**src/rtl/agu_pkg.sv**
```systemverilog
// Shared defaults, width helpers and state encoding for the AGU sequencer.
package agu_pkg;

  localparam int DEGREE_DEF = 16;
  localparam int K_DEF      = 4;

  // Width of the point index: counts 0 .. degree-1.
  function automatic int pt_width(input int degree);
    return $clog2(degree);
  endfunction

  // Width of the iteration index: counts 0 .. k (saturates at k).
  function automatic int it_width(input int k);
    return $clog2(k + 1);
  endfunction

  // Width of the accepted-address counter: counts 0 .. degree*k.
  function automatic int oc_width(input int degree, input int k);
    return $clog2(degree * k + 1);
  endfunction

  typedef enum logic [1:0] {
    ST_IDLE  = 2'd0,
    ST_RUN   = 2'd1,
    ST_DRAIN = 2'd2,
    ST_DONE  = 2'd3
  } agu_state_t;

endpackage

```
**src/rtl/agu_seq_ctrl_if.sv**
```systemverilog
// Control/status bundle between the AGU sequencer and its environment.
interface agu_seq_ctrl_if
  import agu_pkg::*;
#(
  parameter int DEGREE = DEGREE_DEF,
  parameter int K      = K_DEF
);

  logic                                start;
  logic                                abort;
  logic                                out_ready;
  logic                                bn_ma_out_en;
  logic                                agu_done_in;
  logic                                agu_enable;
  logic [pt_width(DEGREE)-1:0]         pt_idx;
  logic [it_width(K)-1:0]              it_idx;
  logic [oc_width(DEGREE, K)-1:0]      out_cnt;
  logic                                busy;
  logic                                done;
  logic                                err;

  modport slave (
    input  start, abort, out_ready, bn_ma_out_en, agu_done_in,
    output agu_enable, pt_idx, it_idx, out_cnt, busy, done, err
  );

  modport master (
    output start, abort, out_ready, bn_ma_out_en, agu_done_in,
    input  agu_enable, pt_idx, it_idx, out_cnt, busy, done, err
  );

endinterface

```
**src/rtl/agu_wrap_cnt.sv**
```systemverilog
// Up-counter with clear and enable; at MAX it either wraps to 0 or holds.
module agu_wrap_cnt #(
  parameter int               WIDTH = 4,
  parameter logic [WIDTH-1:0] MAX   = '1,
  parameter bit               SAT   = 1'b0
) (
  input  logic             clk,
  input  logic             rst,
  input  logic             clr,
  input  logic             en,
  output logic [WIDTH-1:0] cnt
);

  // count register: clear has priority over enable
  always_ff @(posedge clk or negedge rst) begin
    if (!rst) begin
      cnt <= '0;
    end else if (clr) begin
      cnt <= '0;
    end else if (en) begin
      if (cnt == MAX) cnt <= SAT ? MAX : '0;
      else            cnt <= cnt + WIDTH'(1);
    end
  end

endmodule

```
**src/rtl/agu_seq_ctrl.sv**
```systemverilog
// Sequencer that steps the AGU through K iterations of DEGREE points and
// counts the addresses it hands back.
//
//   state    | meaning
//   ---------+----------------------------------------------------------
//   ST_IDLE  | waiting for start; counters hold their last values
//   ST_RUN   | enabling the AGU whenever downstream is ready
//   ST_DRAIN | all addresses issued, collecting the remaining strobes
//   ST_DONE  | one-cycle completion pulse, then back to idle
module agu_seq_ctrl
  import agu_pkg::*;
#(
  parameter int DEGREE = DEGREE_DEF,
  parameter int K      = K_DEF
) (
  input logic           clk,
  input logic           rst,
  agu_seq_ctrl_if.slave bus
);

  localparam int PT_W = pt_width(DEGREE);
  localparam int IT_W = it_width(K);
  localparam int OC_W = oc_width(DEGREE, K);
  localparam logic [OC_W-1:0] TOTAL = OC_W'(DEGREE * K);

  agu_state_t      state_q, state_d;
  logic            en;
  logic            cnt_clr;
  logic            oc_inc;
  logic            pt_wrap;
  logic            it_last;
  logic [PT_W-1:0] pt_idx;
  logic [IT_W-1:0] it_idx;
  logic [OC_W-1:0] out_cnt_q;
  logic [OC_W-1:0] oc_next;
  logic            err_q;

  assign pt_wrap = (pt_idx == PT_W'(DEGREE - 1));
  assign it_last = (it_idx == IT_W'(K - 1));
  // Strobes count only while a transform is live and not being aborted.
  assign oc_inc  = ((state_q == ST_RUN) || (state_q == ST_DRAIN)) &&
                   bus.bn_ma_out_en && !bus.abort;
  assign oc_next = out_cnt_q + OC_W'(oc_inc);

  // state register
  always_ff @(posedge clk or negedge rst) begin
    if (!rst) state_q <= ST_IDLE;
    else      state_q <= state_d;
  end

  // next-state logic and AGU enable; abort overrides everything
  always_comb begin
    state_d = state_q;
    en      = 1'b0;
    cnt_clr = 1'b0;
    case (state_q)
      ST_IDLE: begin
        if (bus.start && !bus.abort) begin
          state_d = ST_RUN;
          cnt_clr = 1'b1;
        end
      end
      ST_RUN: begin
        if (bus.abort) begin
          state_d = ST_IDLE;
        end else begin
          en = bus.out_ready;
          if (en && pt_wrap && it_last) state_d = ST_DRAIN;
        end
      end
      ST_DRAIN: begin
        if (bus.abort)                                  state_d = ST_IDLE;
        else if ((oc_next >= TOTAL) || bus.agu_done_in) state_d = ST_DONE;
      end
      ST_DONE: state_d = ST_IDLE;
      default: state_d = ST_IDLE;
    endcase
  end

  // accepted-address counter, cleared by an honoured start
  always_ff @(posedge clk or negedge rst) begin
    if (!rst)         out_cnt_q <= '0;
    else if (cnt_clr) out_cnt_q <= '0;
    else              out_cnt_q <= oc_next;
  end

  // sticky error: stray strobe while idle, or short count at completion
  always_ff @(posedge clk or negedge rst) begin
    if (!rst)                                     err_q <= 1'b0;
    else if (cnt_clr)                             err_q <= 1'b0;
    else if ((state_q == ST_IDLE) && bus.bn_ma_out_en)
                                                  err_q <= 1'b1;
    else if ((state_q == ST_DRAIN) && (state_d == ST_DONE) && (oc_next != TOTAL))
                                                  err_q <= 1'b1;
  end

  agu_wrap_cnt #(
    .WIDTH (PT_W),
    .MAX   (PT_W'(DEGREE - 1)),
    .SAT   (1'b0)
  ) u_pt_cnt (
    .clk (clk),
    .rst (rst),
    .clr (cnt_clr),
    .en  (en),
    .cnt (pt_idx)
  );

  agu_wrap_cnt #(
    .WIDTH (IT_W),
    .MAX   (IT_W'(K)),
    .SAT   (1'b1)
  ) u_it_cnt (
    .clk (clk),
    .rst (rst),
    .clr (cnt_clr),
    .en  (en && pt_wrap),
    .cnt (it_idx)
  );

  assign bus.agu_enable = en;
  assign bus.pt_idx     = pt_idx;
  assign bus.it_idx     = it_idx;
  assign bus.out_cnt    = out_cnt_q;
  assign bus.busy       = (state_q == ST_RUN) || (state_q == ST_DRAIN);
  assign bus.done       = (state_q == ST_DONE);
  assign bus.err        = err_q;

endmodule

```
**src/flat_wrapper.sv**
```systemverilog
// flat-port wrapper written by rule: the top's interface ports become plain ports
module agu_seq_ctrl_flat import agu_pkg::*;
#(
  parameter int DEGREE = DEGREE_DEF,
  parameter int K      = K_DEF
)
  (clk, rst, bus_start, bus_abort, bus_out_ready, bus_bn_ma_out_en, bus_agu_done_in, bus_agu_enable, bus_pt_idx, bus_it_idx, bus_out_cnt, bus_busy, bus_done, bus_err);
  agu_seq_ctrl_if #(.DEGREE(DEGREE), .K(K)) bus_i ();
  input logic clk;
  input logic rst;
  input wire logic [$bits(bus_i.start)-1:0] bus_start;
  input wire logic [$bits(bus_i.abort)-1:0] bus_abort;
  input wire logic [$bits(bus_i.out_ready)-1:0] bus_out_ready;
  input wire logic [$bits(bus_i.bn_ma_out_en)-1:0] bus_bn_ma_out_en;
  input wire logic [$bits(bus_i.agu_done_in)-1:0] bus_agu_done_in;
  output wire logic [$bits(bus_i.agu_enable)-1:0] bus_agu_enable;
  output wire logic [$bits(bus_i.pt_idx)-1:0] bus_pt_idx;
  output wire logic [$bits(bus_i.it_idx)-1:0] bus_it_idx;
  output wire logic [$bits(bus_i.out_cnt)-1:0] bus_out_cnt;
  output wire logic [$bits(bus_i.busy)-1:0] bus_busy;
  output wire logic [$bits(bus_i.done)-1:0] bus_done;
  output wire logic [$bits(bus_i.err)-1:0] bus_err;
  assign bus_i.start = bus_start;
  assign bus_i.abort = bus_abort;
  assign bus_i.out_ready = bus_out_ready;
  assign bus_i.bn_ma_out_en = bus_bn_ma_out_en;
  assign bus_i.agu_done_in = bus_agu_done_in;
  assign bus_agu_enable = bus_i.agu_enable;
  assign bus_pt_idx = bus_i.pt_idx;
  assign bus_it_idx = bus_i.it_idx;
  assign bus_out_cnt = bus_i.out_cnt;
  assign bus_busy = bus_i.busy;
  assign bus_done = bus_i.done;
  assign bus_err = bus_i.err;
  agu_seq_ctrl #(.DEGREE(DEGREE), .K(K)) u_core (.clk(clk), .rst(rst), .bus(bus_i));
endmodule
```
**config.mk**
```make
export PLATFORM = sky130hd
export DESIGN_NAME = agu_seq_ctrl_flat
export DESIGN_NICKNAME = d
export VERILOG_FILES = /design/src/rtl/agu_pkg.sv /design/src/rtl/agu_seq_ctrl_if.sv /design/src/rtl/agu_wrap_cnt.sv /design/src/rtl/agu_seq_ctrl.sv /design/src/flat_wrapper.sv
export SDC_FILE = /design/constraint.sdc
export NUM_CORES = 1
export LEC_CHECK = 0
export CORE_MARGIN = 2
export CORE_UTILIZATION = 30
export CTS_BUF_LIST = sky130_fd_sc_hd__clkbuf_4 sky130_fd_sc_hd__clkbuf_8 sky130_fd_sc_hd__clkbuf_16
export CTS_CLUSTER_DIAMETER = 50
export DETAILED_ROUTE_END_ITERATION = 10
export GPL_TIMING_DRIVEN = 0
export SLEW_MARGIN = 10
export SYNTH_ARGS = -nofsm -noshare
export SYNTH_HDL_FRONTEND = slang
export SYNTH_SLANG_ARGS = --single-unit
```
**constraint.sdc**
```tcl
create_clock -name clk -period 4.9 [get_ports clk]
set_clock_uncertainty 0.15 [all_clocks]
set_input_delay 0.98 -clock clk [delete_from_list [all_inputs] [get_ports clk]]
set_output_delay 0.98 -clock clk [all_outputs]
set_load 0.01 [all_outputs]
```
## After elaboration in Yosys (flattened, before gate mapping)

Cells that the tools add are included.
Widths: inputs -> output; s select.

| operators by class | value |
|---|---|
| reductions and logical operators | 16 |
| $add $sub $neg | 3 |
| mux-type cells | 20 |
| eq/ne operators | 8 |
| magnitude comparators | 1 |

Operator list:

| kind | count |
|---|---|
| $mux 4 | 3 |
| $mux 2 | 5 |
| $logic_and 1x1->1 | 9 |
| $mux 3 | 3 |
| $pmux 2 s4 | 1 |
| $add 7x1->7 | 1 |
| $ge 7x7->1 const B | 1 |
| $mux 1 | 7 |
| $mux 7 | 1 |
| $ne 7x7->1 const B | 1 |
| $eq 2x2->1 const B | 3 |
| $add 4x1->4 const B | 1 |
| $eq 4x4->1 const B | 1 |
| $reduce_bool 2->1 | 2 |
| $add 3x1->3 const B | 1 |
| $eq 3x2->1 const B | 1 |
| $eq 3x3->1 const B | 1 |
| $reduce_bool 3->1 | 1 |
| $eq 2x1->1 const B | 1 |
| $logic_not 2->1 | 1 |
| $logic_or 1x1->1 | 2 |
| $logic_not 1->1 | 1 |

| storage, ports and cells | value |
|---|---|
| output and inout port bits | 18 |
| bits in registers | 17 |
| input bits | 7 |
| logic and storage cells | 53 |

## Depth between registers and ports, before layout

Gate-level depths: netlist of run 1.

| depth | value |
|---|---|
| depth in word-level cells | 16 |
| mapped depth | 10 |

## By module

A second synthesis of run 1 with hierarchy kept.

| unflattened totals | value |
|---|---|
| cell total of the unflattened synthesis | 114 |
| area, all modules | 1092.3 um^2 |

By module, submodules not included:

| module | area each (um^2) | times used | cells an instance |
|---|---|---|---|
| agu_seq_ctrl | 734.5 | 1 | 79 |
| agu_wrap_cnt at u_core.u_pt_cnt | 191.4 | 1 | 19 |
| agu_wrap_cnt at u_core.u_it_cnt | 166.4 | 1 | 16 |

## Worst setup path before layout of run 1

No wires, ideal clock.

| timing | value |
|---|---|
| path kind | input to register |
| from | in bus_abort |
| to | reg u_core.err_q, in the netlist u_core.bus.err |
| setup time | 0.120 ns |
| cell stages on the path | 8 |
| required time | 4.630 ns |
| arrival time | 2.533 ns |
| path buffers | 0 |
| slack | 2.097 ns |
| cell sequence | and3b_1 > ha_1 > ha_1 > nand2_1 > o21a_1 > o31a_1 > a211o_1 > a41o_1 |

| between the ends | value |
|---|---|
| word-level cells in the longest chain between the ends | 12 |
| elaborated cells on any way between the ends | 19 |

RTL lines:

| what | RTL line | source |
|---|---|---|
| start, declared | flat_wrapper.sv:12 | `input wire logic [$bits(bus_i.abort)-1:0] bus_abort;` |
| $logic_not 1->1 | agu_seq_ctrl.sv:42, agu_seq_ctrl.sv:58 |  |
| $logic_and 1x1->1 | agu_seq_ctrl.sv:42 | `bus.bn_ma_out_en && !bus.abort;` |
| $add 7x1->7 | agu_seq_ctrl.sv:43 | `assign oc_next = out_cnt_q + OC_W'(oc_inc);` |
| $ge 7x7->1 | agu_seq_ctrl.sv:73 | `else if ((oc_next >= TOTAL) \|\| bus.agu_done_in) state_d = ST_DONE;` |
| $logic_or 1x1->1 | agu_seq_ctrl.sv:73 |  |
| $mux 2 | agu_seq_ctrl.sv:73 |  |
| $mux 2 | agu_seq_ctrl.sv:72 | `if (bus.abort) state_d = ST_IDLE;` |
| $pmux 2 s4 * | agu_seq_ctrl.sv:56 | `case (state_q)` |
| net u_core.state_d[1] | agu_seq_ctrl.sv:26 | `agu_state_t state_q, state_d;` |
| $eq 2x2->1 * | agu_seq_ctrl.sv:93 | `else if ((state_q == ST_DRAIN) && (state_d == ST_DONE) && (oc_next != TOTAL))` |
| $logic_and 1x1->1 * (2 in a row) | agu_seq_ctrl.sv:93 |  |
| $reduce_bool 3->1 (no line) * | - |  |
| end signal, assigned | agu_seq_ctrl.sv:90 | `else if (cnt_clr) err_q <= 1'b0;` |
| end signal, assigned | agu_seq_ctrl.sv:92 | `err_q <= 1'b1;` |
| end signal, assigned | agu_seq_ctrl.sv:94 | `err_q <= 1'b1;` |
| end, declared | agu_seq_ctrl.sv:36 | `logic err_q;` |

The timed path passes the listed nets; every way through them passes the cells marked *.
A chain may end at the register's enable or synchronous reset.

## Final worst setup path of run 1

| timing | value |
|---|---|
| from | in bus_abort |
| to | out bus_agu_enable |

| between the ends | value |
|---|---|
| word-level cells in the longest chain between the ends | 2 |

RTL lines:

| what | RTL line | source |
|---|---|---|
| $mux 1 | agu_seq_ctrl.sv:64 | `if (bus.abort) begin` |
| $mux 1 | agu_seq_ctrl.sv:56 |  |
| end, declared | flat_wrapper.sv:16 | `output wire logic [$bits(bus_i.agu_enable)-1:0] bus_agu_enable;` |

Every way passes these cells.

==> results of run 1 <==
[synth_stat cells (2+ instances only)]
cell	instances	area share
nand3_1	2	0.0097
nand2_1	7	0.025
o21ai_1	2	0.0097
mux2i_1	4	0.039
a21oi_1	5	0.024
ha_1	11	0.13
dfrtp_1	17	0.41
nor2b_1	3	0.018
nand4_1	3	0.018
o21ai_0	2	0.0097
xor2_1	4	0.034
inv_1	7	0.025
nor2_1	14	0.051
[worst paths after layout]
path / end / cells after the start / slack (ns)
max: bus_agu_enable / 3 / 1.28
min: u_core.u_it_cnt.cnt[1] / 2 / 0.46
max reg2reg: u_core.bus.err / 10 / 2.09
min reg2reg: u_core.u_it_cnt.cnt[1] / 2 / 0.46
max in group asynchronous: u_core.u_it_cnt.cnt[2] / 1 / 3.09
min in group asynchronous: u_core.u_pt_cnt.cnt[1] / 1 / 0.99
[critical path: cells and delay by family]
kind | cells | cell delay, ns
buffers and inverters | 2 | 1.16
AND/OR/NAND/NOR | 1 | 0.35
[stage by stage]
stage | instance area (um^2) | hold WS [ns] | instances
floorplan | 1040 | 0.419 | 105
global placement | 1330 | 0.416 | 175
detailed placement | 1330 | 0.438 | 175
CTS | 1360 | 0.467 | 179
global route | 1360 | 0.507 | 179
finish | 1360 | 0.457 | 179
[cells by family after synthesis]
family	count (synthesis)	synth area share
fa+ha+maj	11	0.133
buf+inv	8	0.0290
xor+xnor	5	0.0423
flops	17	0.411
simple gates	43	0.229
mux	4	0.0386
compound gates	17	0.117
[power by group through the flow]
stage	Clock, uW	Combinational [uW]	Sequential [uW]
2_1_floorplan	0	93.7	194
3_3_place_gp	0	173	190
3_5_place_dp	0	176	191
4_1_cts	87.2	177	189
5_1_grt	89.3	193	193
6_report	84.4	175	188
[routing by layer]
metal | vias up | wire length, um
li1 | 424 | -
met1 | 409 | 1190
met2 | 22 | 992
met3 | 4 | 92
met4 | 0 | 27
met5 | - | 0
[layout make-up]
| type | count | area (um^2) |
|---|---|---|
| plain buffers | 1 | 3.75 |
| clock buffers | 4 | 30.0 |
| fillers | 336 | 1970 |
| inverters | 7 | 26.3 |
| multi-input cells | 80 | 581 |
| flip-flops and latches | 17 | 425 |
| well taps | 46 | 57.6 |
| repair buffers | 24 | 240 |
[sequential cells by signal, summed over array words and instances (netlist names)]
| register | flops |
|---|---|
| u_core.bus.out_cnt | 7 |
| u_core.u_pt_cnt.cnt | 4 |
| u_core.u_it_cnt.cnt | 3 |
| u_core.state_q | 2 |
| u_core.bus.err | 1 |
==> impl_metrics.yaml, run 1 <==
synthesis:
  syn-num-nets: 123
  warning_count_from_the_yosys_run: 0
  mappedNetlistArea_um2: 1040
  synth_enable_flop_cells: 0
  yosysSeqAreaShare: 0.411
  synth_async_sr_flop_share: 1.00
  synth_ff_type: "dfrtp_1"
  synth-seq-cells: 17
  synthesis.area_per_instance_um2: 9.87
  ys_types: 37
  syn_inst: 105
clock_network:
  max_h_tree_level: 1
  cts_tree: "built"
  clock_latency_ns: 0.30
  clk_pin_slew_worst_paths_ns: 0.11
  cts_num_sinks: 17
  cell_at_the_root_of_the_clock_tree: "clkbuf_4"
  cts.hold.buffers_added: 0
  tritoncts.num_buffers: 3
  cts-resized-gates: 0
  buffer_levels_on_the_longest_clock_path: 2
  cts_setup_buffers: 0
global_route:
  first_pass_grt_wire_length_mm: 3.97
  grt_start_max_net_pins: 18
  gr-usage-met2: 0.194
  grtUsageMet3: 0.0234
  grt.overflow.total: 0
  global_route_met1_usage: 0.175
  tot_gr_track_use: 0.126
  initial_antenna_violation_count: 0
  global_route.peak_usage_layer: "met2"
  vias_in_the_first_global_route: 856
worst_setup_path:
  crit_path_frequent_cell: "clkdlybuf4s50_1"
  worst_ep_arrival_time_ns: 2.49
  cp-end-kind: "output pin"
  timing.setup.critical_path_class: "input port to output pin"
  startpoint: "bus_abort"
  r2r-start: "u_core.state_q[1]"
  crit_path_start_kind: "input port"
  critical_path.max_stage_delay_ns: 0.62
  crit_required_ns: 3.77
  crit_slowest_cell: "clkdlybuf4s50_1"
  critPathMaxFanout: 7
  path_cells: "clkdlybuf4s50_1 > nor2_2 > clkdlybuf4s50_1"
timing:
  timing.setup.tns_ns: 0
  fmax_mhz: 276
  tightestPinTransition_ns: 0.821
  final_max_slew_viol_count: 0
  count_of_endpoints_failing_setup_in_the_final_report: 0
  worst_slew_margin_rel: 0.451
  layout_min_cycle_time_ns: 3.62
  post-route-worst-setup-slack_ns: 1.28
  rsz0062_at_grt: "no"
  timing_hold_violations_final: 0
  layout_worst_path_cycle_share: 0.739
power_and_ir_drop:
  power.sequential.fraction: 0.420
  clock_power_share: 0.189
  power.internal_uw: 290
  net-switching-power_uw: 158
  total_leakage_power_uw: 0.000596
  p_total_uw: 448
  power_density_nw_per_um2: 328
  pwr-share-comb: 0.391
  vdd_drop_max_mv: 0.143
  sw_frac_of_total: 0.353
die:
  dieArea_um2: 3940
  ioPinCount: 25
  design.core.area_um2: 3340
  initial_standard_cell_utilization_of_the_core: 0.310
  fp.dieW_um: 62.8
  placement_rows: 21
  chipHeight_um: 62.8
route:
  post-route-drc-count: 0
  routed_wirelength_mm: 2.30
  drt-wirelength-per-cell_um: 12.9
  vias_per_cell: 4.80
  ant_nets: 0
  drt-initial-drc-count: 34
  vias: 859
  drtPass1Iterations: 4
hold_path:
  hold_path_class: "flop to flop"
  min-delay-start: "u_core.u_it_cnt.cnt[1]"
layout:
  area.growth.synth_to_final_pct: 31.6
  finish.net_count: 152
  number_of_diodes_added_for_antenna_fixing: 0
  ratio_of_cells_with_drive_above_1_in_the_final_layout: 0.0902
  final_core_util: 0.409
  most-common-layout-cells: "clkdlybuf4s50_1, dfrtp_1, nor2_1"
  final_common_cell: "clkdlybuf4s50_1"
placed_design:
  io_buffers: 24
  pre_cts_ws_ns: 1.28
  finalWeightedCongestion: 0.794
  hpwl_after_dpl_mm: 1.71
flow_run:
  max_cap_viol_count: 0
outcome:
  run_status: "finished, final reports clean"
Power figures use the tool's default switching activity.
==> inputs of run 2 (changes only) <==
==> constraint.sdc (replaced) <==
create_clock -name clk -period 3.4 [get_ports clk]
set_clock_uncertainty 0.15 [all_clocks]
set_input_delay 0.68 -clock clk [delete_from_list [all_inputs] [get_ports clk]]
set_output_delay 0.68 -clock clk [all_outputs]
set_load 0.01 [all_outputs]
==> results of run 2 <==
Same layout as run 1 (identical final DEF). Status: finished, final reports clean.
Among the figures that moved: setup slack after placement 1.28 ns -> 0.106 ns; setup slack after layout 1.28 ns -> 0.377 ns; register-to-register setup slack 2.09 ns -> 0.59 ns; total power 448 uW -> 645 uW; worst IR drop on VDD 0.143 mV -> 0.206 mV
